$ cat src/rtl/sub_pipe_defs.sv
// Shared constants for the two-stage pipelined subtractor sub_pipe.
package sub_pipe_defs;

    localparam int W  = 4;
    localparam int HW = W / 2;

    localparam logic [W-1:0] DIF_RST = '0;

endpackage

$ cat src/rtl/sub_etapa.sv
// Half-width registered subtract stage: {borrow_out, dif} <= a - b - borrow_in when enabled.
module sub_etapa
    import sub_pipe_defs::*;
#(
    parameter int HW = sub_pipe_defs::HW
) (
    input  logic          clk,
    input  logic          reset_L,
    input  logic          enable,
    input  logic [HW-1:0] a,
    input  logic [HW-1:0] b,
    input  logic          borrow_in,
    output logic [HW-1:0] dif,
    output logic          borrow_out
);

    // One extra bit on the left catches the borrow out of the half-width subtract.
    logic [HW:0] full;

    always_comb begin
        full = {1'b0, a} - {1'b0, b} - {{HW{1'b0}}, borrow_in};
    end

    // NOTE: sequential state uses non-blocking assignments so every register samples pre-edge values.
    always_ff @(posedge clk or negedge reset_L) begin
        if (!reset_L) begin
            dif        <= '0;
            borrow_out <= 1'b0;
        end else if (enable) begin
            dif        <= full[HW-1:0];
            borrow_out <= full[HW];
        end
    end

endmodule

$ cat src/rtl/sub_pipe.sv
// Two-stage pipelined W-bit subtractor with valid tag; define SUB_PIPE_CHECK_EN to add the
// adder-direction self-check output err_dd.
module sub_pipe
    import sub_pipe_defs::*;
#(
    parameter int W = sub_pipe_defs::W
) (
    input  logic         clk,
    input  logic         reset_L,
    input  logic [W-1:0] dataA,
    input  logic [W-1:0] dataB,
    input  logic         valid_in,
    output logic [W-1:0] dif_dd,
    output logic         borrow_dd,
    output logic         valid_dd
`ifdef SUB_PIPE_CHECK_EN
    ,
    output logic         err_dd
`endif
);

    localparam int H = W / 2;
    localparam logic [W-1:0] DIF_RST_W = W'(DIF_RST);

    logic         valid_d;
    logic [H-1:0] dif_lo_d;
    logic         borrow_lo_d;
    logic [H-1:0] a_hi_d;
    logic [H-1:0] b_hi_d;
    logic [H-1:0] dif_lo_dd;
    logic [H-1:0] dif_hi_dd;

    // Stage 1: low half, no incoming borrow.
    sub_etapa #(.HW(H)) u_stage_lo (
        .clk        (clk),
        .reset_L    (reset_L),
        .enable     (valid_in),
        .a          (dataA[H-1:0]),
        .b          (dataB[H-1:0]),
        .borrow_in  (1'b0),
        .dif        (dif_lo_d),
        .borrow_out (borrow_lo_d)
    );

    always_ff @(posedge clk or negedge reset_L) begin
        if (!reset_L) begin
            valid_d <= 1'b0;
            a_hi_d  <= '0;
            b_hi_d  <= '0;
        end else begin
            valid_d <= valid_in;
            if (valid_in) begin
                a_hi_d <= dataA[W-1:H];
                b_hi_d <= dataB[W-1:H];
            end
        end
    end

    // Stage 2: high half consumes the registered low-half borrow, so no input-to-output path exists.
    sub_etapa #(.HW(H)) u_stage_hi (
        .clk        (clk),
        .reset_L    (reset_L),
        .enable     (valid_d),
        .a          (a_hi_d),
        .b          (b_hi_d),
        .borrow_in  (borrow_lo_d),
        .dif        (dif_hi_dd),
        .borrow_out (borrow_dd)
    );

    always_ff @(posedge clk or negedge reset_L) begin
        if (!reset_L) begin
            valid_dd  <= 1'b0;
            dif_lo_dd <= DIF_RST_W[H-1:0];
        end else begin
            valid_dd <= valid_d;
            if (valid_d) begin
                dif_lo_dd <= dif_lo_d;
            end
        end
    end

    assign dif_dd = {dif_hi_dd, dif_lo_dd};

`ifdef SUB_PIPE_CHECK_EN
    logic [W-1:0] a_d;
    logic [W-1:0] b_d;
    logic [H-1:0] chk_hi;
    logic [W-1:0] chk_sum;

    always_ff @(posedge clk or negedge reset_L) begin
        if (!reset_L) begin
            a_d <= '0;
            b_d <= '0;
        end else if (valid_in) begin
            a_d <= dataA;
            b_d <= dataB;
        end
    end

    // NOTE: every always_comb target gets a value on every path, so no latch is inferred.
    always_comb begin
        chk_hi  = a_hi_d - b_hi_d - H'(borrow_lo_d);
        chk_sum = {chk_hi, dif_lo_d} + b_d;
    end

    // Re-adding the subtrahend must reproduce the minuend.
    always_ff @(posedge clk or negedge reset_L) begin
        if (!reset_L) begin
            err_dd <= 1'b0;
        end else begin
            err_dd <= valid_d & (chk_sum != a_d);
        end
    end
`endif

endmodule

$ cat config.mk
export PLATFORM = sky130hd
export DESIGN_NAME = sub_pipe
export DESIGN_NICKNAME = d
export VERILOG_FILES = /design/src/rtl/sub_pipe_defs.sv /design/src/rtl/sub_etapa.sv /design/src/rtl/sub_pipe.sv
export SDC_FILE = /design/constraint.sdc
export NUM_CORES = 1
export LEC_CHECK = 0
export CAP_MARGIN = 0
export CORE_MARGIN = 2
export CORE_UTILIZATION = 36
export DETAILED_ROUTE_END_ITERATION = 16
export GPL_TIMING_DRIVEN = 1
export SYNTH_ARGS = -nofsm -noshare
export SYNTH_HDL_FRONTEND = slang
export SYNTH_HIERARCHICAL = 1
export SYNTH_SLANG_ARGS = --single-unit
$ cat constraint.sdc
create_clock -name clk -period 2 [get_ports clk]
set_clock_uncertainty 0.1 [all_clocks]
set_input_delay 0.2 -clock clk [delete_from_list [all_inputs] [get_ports clk]]
set_output_delay 0.2 -clock clk [all_outputs]
set_load 0.005 [all_outputs]
==> flow_summary.toml, run 1 <==
[yosys]
yosysSeqAreaShare = 0.585
synth_cell_type_count = 8
synth_top_area_cell = "dfrtp_1"
synth.top_cell.area_share = 0.585
syn_inst = 41
ys_seq_elements = 14
synth.area.top_cells = "dfrtp_1 58%, mux2_2 19%, fa_1 13%"
synth_nets = 56
synth_edf_count = 0
synth_most_common_cell = "dfrtp_1"
syn_area_um2 = 599
async_reset_ff_frac = 1.00
synth_ff_type = "dfrtp_1"
avgSynthCellArea_um2 = 14.6
synthTopCellsByCount = "14 x dfrtp_1, 10 x mux2_2, 9 x inv_1, 4 x fa_1"
ys_warn_count = 6

[sta]
slew_violations = 0
max_freq_ghz = 0.616
tns_ns = 0
setup_viol_count_final = 0
slew_headroom = 0.595
tightest_slew_ns = 0.606
rsz0062_at_grt = "no"
period_share = 0.812
hold_viol_final = 0
hold_slack_ns = 0.209
fin_crit_ns = 1.62
setup_slack_ns = 0.376

[finish]
num-fill-cells = 159
final_nets = 77
fin_cells = 76
n_antenna_cell = 0
synthToLayoutAreaGrowth_pct = 33.8
drive_above_1_share = 0.217

[power_and_ir_drop]
seqPwrFrac = 0.534
combPwrFrac = 0.248
swShare = 0.235
total_power_uw = 677
power.leakage_uw = 0.000362
p_per_area_mw_per_mm2 = 844
p_clk_frac = 0.218
p_switching_uw = 159
peakVddDrop_mv = 0.433
p_int_uw = 518

[placed_design]
placedCellCount = 73
place_congestion = 0.638
io_buffers = 16
pre_cts_slack_ns = 0.0953
post-dp-hpwl_um = 682

[cts]
clk_pin_slew_worst_paths_ns = 0.08
cts_buffers = 3
clkSinkCount = 14
cts_setup_buffers = 0
cts-hold-fix-buffers = 0
cts_buffer_depth = 2
cts.repair.resized = 0
cts-root-buf = "clkbuf_4"
clk_latency_ns = 0.27
htreeDepth = 1
cts_tree = "yes"

[grt]
grt_overflow = 0
antenna_found_initial = 0
grt_use_met2 = 0.165
met1_usage = 0.144
track_usage = 0.110
grt-busiest-layer = "met2"
grt_pass1_wl_um = 1530
grt_pass1_vias = 342
gr-usage-met3 = 0.0480
grt_max_degree = 15

[setup_path]
endpoint_kind = "register"
path_class = "input port to register"
cp.arrival_ns = 1.71
worstPathMaxFanout = 1
start_kind = "input port"
cp.required_ns = 2.09

[floorplanning]
design.die.area_mm2 = 0.00201
die_w_um = 44.8
pin_count = 17
row_count = 14
die_y_um = 44.8
coreArea_mm2 = 0.00154
start_util = 0.389

[routing]
first_pass_iters = 2
finalWirelength_um = 845
via_count = 350
wl_per_cell_um = 11.1
route.detailed.drc = 0
ant_nets = 0
vias_per_cell = 4.61
drt_iter0_drc = 2

[status]
status = "finished clean"

[run]
max_cap_viol_count = 0

[hold_path]
worstHoldPathType = "input port to async pin"
==> per-layer routing <==
metal	wire [um]	part of all wire	vias to the layer above
met5	0	0	-
met4	0	0	0
met3	64	0.076	0
met2	411	0.49	17
met1	370	0.44	170
li1	-	-	163
==> path summary, 6_finish.rpt <==
| kind | start | slack (ns) | end | depth (start not counted) |
|---|---|---|---|---|
| worst min register to register | u_stage_hi/borrow_out | 0.41 | u_stage_hi/borrow_out | 1 |
| min in group clk | u_stage_hi/borrow_out | 0.41 | u_stage_hi/borrow_out | 1 |
| max in group asynchronous | reset_L | 1.20 | dif_lo_dd[1] | 1 |
| worst max-delay path | dataB[0] | 0.38 | u_stage_lo/dif[1] | 6 |
| worst min-delay path | reset_L | 0.21 | u_stage_hi/dif[1] | 1 |
| worst max register to register | a_hi_d[0] | 0.39 | u_stage_hi/dif[1] | 4 |
==> power groups by stage <==
stage | clock [uW] | sequential [uW] | combinational, uW
4_1_cts | 157 | 363 | 171
3_5_place_dp | 0 | 369 | 171
6_report | 148 | 361 | 167
2_1_floorplan | 0 | 366 | 65.9
5_1_grt | 176 | 371 | 188
3_3_place_gp | 0 | 366 | 167
==> sequential cells by signal (all words and copies together), names as in the netlist <==
signal                 count
u_stage_lo/borrow_out      1
valid_dd                   1
valid_d                    1
u_stage_hi/dif             2
u_stage_lo/dif             2
a_hi_d                     2
u_stage_hi/borrow_out      1
b_hi_d                     2
dif_lo_dd                  2
==> cell type report <==
type | count | area (um2) | area share
sequential | 14 | 350 | 0.437
inverter | 9 | 33.8 | 0.0421
multi-input combinational | 18 | 215 | 0.268
tap | 16 | 20.0 | 0.0250
timing repair buffer | 16 | 160 | 0.200
clock buffer | 3 | 22.5 | 0.0281
==> cells in the final DEF, fill, tap and decap left out <==
cell	count
a21oi_1	1
clkbuf_4	3
clkdlybuf4s50_1	16
conb_1	1
dfrtp_1	14
fa_1	4
inv_1	9
mux2_2	10
mux2i_1	1
nor2_1	1
==> cells by family after synthesis <==
group | after synthesis | share of synthesized area
adder cells (fa/ha/maj) | 4 | 0.134
AO/OA/AOI/OAI | 1 | 0.00834
buffers and inverters | 9 | 0.0564
multiplexers | 11 | 0.205
other | 1 | 0.00626
flip-flops | 14 | 0.585
AND/OR/NAND/NOR | 1 | 0.00626
==> critical path, stage by stage <==
cell	delay, ns
clkdlybuf4s50_1	0.45
inv_1	0.05
fa_1	0.38
inv_1	0.08
fa_1	0.40
a21oi_1	0.16
==> per-stage QoR <==
step	cell area [um2]	utilization
2_1_floorplan	599	-
3_3_place_gp	779	0.506
3_5_place_dp	779	0.506
4_1_cts	802	0.520
5_1_grt	802	0.520
6_report	802	0.520
Note: power is estimated with default switching activity, not from simulation.
==> inputs of run 2 (changes only) <==
--- a/config.mk
+++ b/config.mk
@@ -10,6 +10,7 @@
 export CORE_UTILIZATION = 36
 export DETAILED_ROUTE_END_ITERATION = 16
 export GPL_TIMING_DRIVEN = 1
+export PLACE_DENSITY = 0.66
 export SYNTH_ARGS = -nofsm -noshare
 export SYNTH_HDL_FRONTEND = slang
 export SYNTH_HIERARCHICAL = 1
==> constraint.sdc (replaced) <==
create_clock -name clk -period 1.4 [get_ports clk]
set_clock_uncertainty 0.1 [all_clocks]
set_input_delay 0.14 -clock clk [delete_from_list [all_inputs] [get_ports clk]]
set_output_delay 0.14 -clock clk [all_outputs]
set_load 0.005 [all_outputs]
==> flow_summary.toml, run 2 (same netlist as run 1, synthesis figures left out) <==
[finish]
fin_cells = 81
synthToLayoutAreaGrowth_pct = 45.7
register_area_um2 = 350
final_nets = 81
drive_above_1_share = 0.369
mostFrequentLayoutCells = "14 x dfrtp_1, 9 x mux2_2, 9 x clkdlybuf4s50_1"
multi_input_area_um2 = 224
n_antenna_cell = 0
layout_commonest_cell = "dfrtp_1"
num-fill-cells = 140

[routing]
via_count = 376
wl_per_cell_um = 10.6
route.detailed.drc = 0
finalWirelength_um = 861
vias_per_cell = 4.64
ant_nets = 0
drt_iter0_drc = 1
first_pass_iters = 2

[grt]
track_usage = 0.124
grt_pass1_vias = 385
grt_max_degree = 15
grt_overflow = 0
grt_pass1_wl_um = 1650
antenna_found_initial = 0

[floorplanning]
die_y_um = 44.8
start_util = 0.389
row_count = 14
coreArea_mm2 = 0.00154
die_w_um = 44.8
pin_count = 17
design.die.area_mm2 = 0.00201

[status]
violations = "negative setup slack"
status = "finished, violations left"

[cts]
clk_latency_ns = 0.28
cts_buffer_depth = 2
cts-hold-fix-buffers = 0
clk_pin_slew_worst_paths_ns = 0.08
cts_buffers = 3
cts_tree = "yes"
clkSinkCount = 14
cts-root-buf = "clkbuf_4"
htreeDepth = 1

[setup_path]
rr_worst_depth = 5
path_class = "register to register"
endpoint_kind = "register"
start_kind = "register"
cp.required_ns = 1.51
cp.arrival_ns = 1.64
worstPathMaxFanout = 2

[hold_path]
worstHoldPathType = "input port to async pin"

[sta]
hold_viol_final = 0
setup_viol_count_final = 2
fin_crit_ns = 1.53
period_share = 1.09
setup_slack_ns = -0.129
max_freq_ghz = 0.654
hold_slack_ns = 0.0581
rsz0062_at_grt = "yes"
slew_violations = 0

[placed_design]
io_buffers = 16
post-dp-hpwl_um = 646
placedCellCount = 75
place_congestion = 0.678

[power_and_ir_drop]
p_switching_uw = 246
p_per_area_mw_per_mm2 = 1210
swShare = 0.233
p_clk_frac = 0.267
combPwrFrac = 0.248
power.leakage_uw = 0.000431
peakVddDrop_mv = 0.688
seqPwrFrac = 0.485
p_int_uw = 813
total_power_uw = 1060

[run]
max_cap_viol_count = 0
## run 2: cell types whose count changed in the layout (fill, tap and decap cells not counted)
cell             delta
mux2_2              -1
fa_1                -2
clkbuf_8            +1
buf_12              +1
dlygate4sd2_1       +3
dlymetal6s2s_1      +4
fa_2                +2
inv_1               -4
mux2_4              +1
inv_2               +4
clkdlybuf4s50_1     -7
buf_4               +3
## run 2: worst paths after layout
path | startpoint | endpoint | slack [ns]
max in group asynchronous | reset_L | b_hi_d[0] | 0.98
min reg2reg | dif_lo_dd[0] | dif_lo_dd[0] | 0.40
min | reset_L | u_stage_lo/dif[0] | 0.06
max | b_hi_d[0] | u_stage_hi/dif[1] | -0.13
max reg2reg | b_hi_d[0] | u_stage_hi/dif[1] | -0.13
min in group clk | dataA[0] | u_stage_lo/dif[0] | 0.35
## run 2: stage by stage
step	cell area [um2]	setup TNS [ns]	util	worst slack (ns)
floorplan	602	-0.139	-	-0.0811
global placement	810	-1.06	0.525	-0.399
detailed placement	810	-1.12	0.525	-0.426
CTS	852	-0.231	0.553	-0.130
global route	873	-0.393	0.567	-0.225
finish	873	-0.226	0.567	-0.129
## run 2: layer usage
layer	vias to the layer above	GRT usage	share of wire
met1	184	0.129	0.41
li1	175	-	-
met3	5	0.0720	0.067
met5	-	0	0
met4	0	0.0706	0.024
met2	12	0.194	0.50
## run 2: repair_timing
action	4_1_cts	5_1_grt
resized for setup	6	5
pin swaps	4	0
endpoints found under the setup margin	4	7
setup buffers	1	1
## run 2: power by group through the flow
| stage | Combinational [uW] | Sequential, uW | Clock, uW |
|---|---|---|---|
| floorplan | 98.3 | 523 | 0 |
| global placement | 251 | 524 | 0 |
| detailed placement | 257 | 524 | 0 |
| CTS | 253 | 516 | 302 |
| global route | 302 | 524 | 325 |
| finish | 263 | 513 | 283 |
## run 2: worst max-delay path, stage by stage, from the launching register on
cell and delay, ns:
dfrtp_1 0.36, inv_2 0.05, fa_2 0.37, inv_2 0.06
fa_1 0.40, mux2i_1 0.13
## run 2: final cells by class
cell class,count,area share
Inverter,9,0.0387
Sequential cell,14,0.401
Timing Repair Buffer,20,0.239
Tap cell,16,0.0229
Clock buffer,4,0.0415
Multi-Input combinational cell,18,0.256
==> inputs of run 3 (changes only) <==
--- a/config.mk
+++ b/config.mk
@@ -5,6 +5,7 @@
 export SDC_FILE = /design/constraint.sdc
 export NUM_CORES = 1
 export LEC_CHECK = 0
+export ABC_CLOCK_PERIOD_IN_PS = 1400
 export CAP_MARGIN = 0
 export CORE_MARGIN = 2
 export CORE_UTILIZATION = 36
==> results of run 3 <==
Final layout, timing and power as in run 2 (identical DEF).
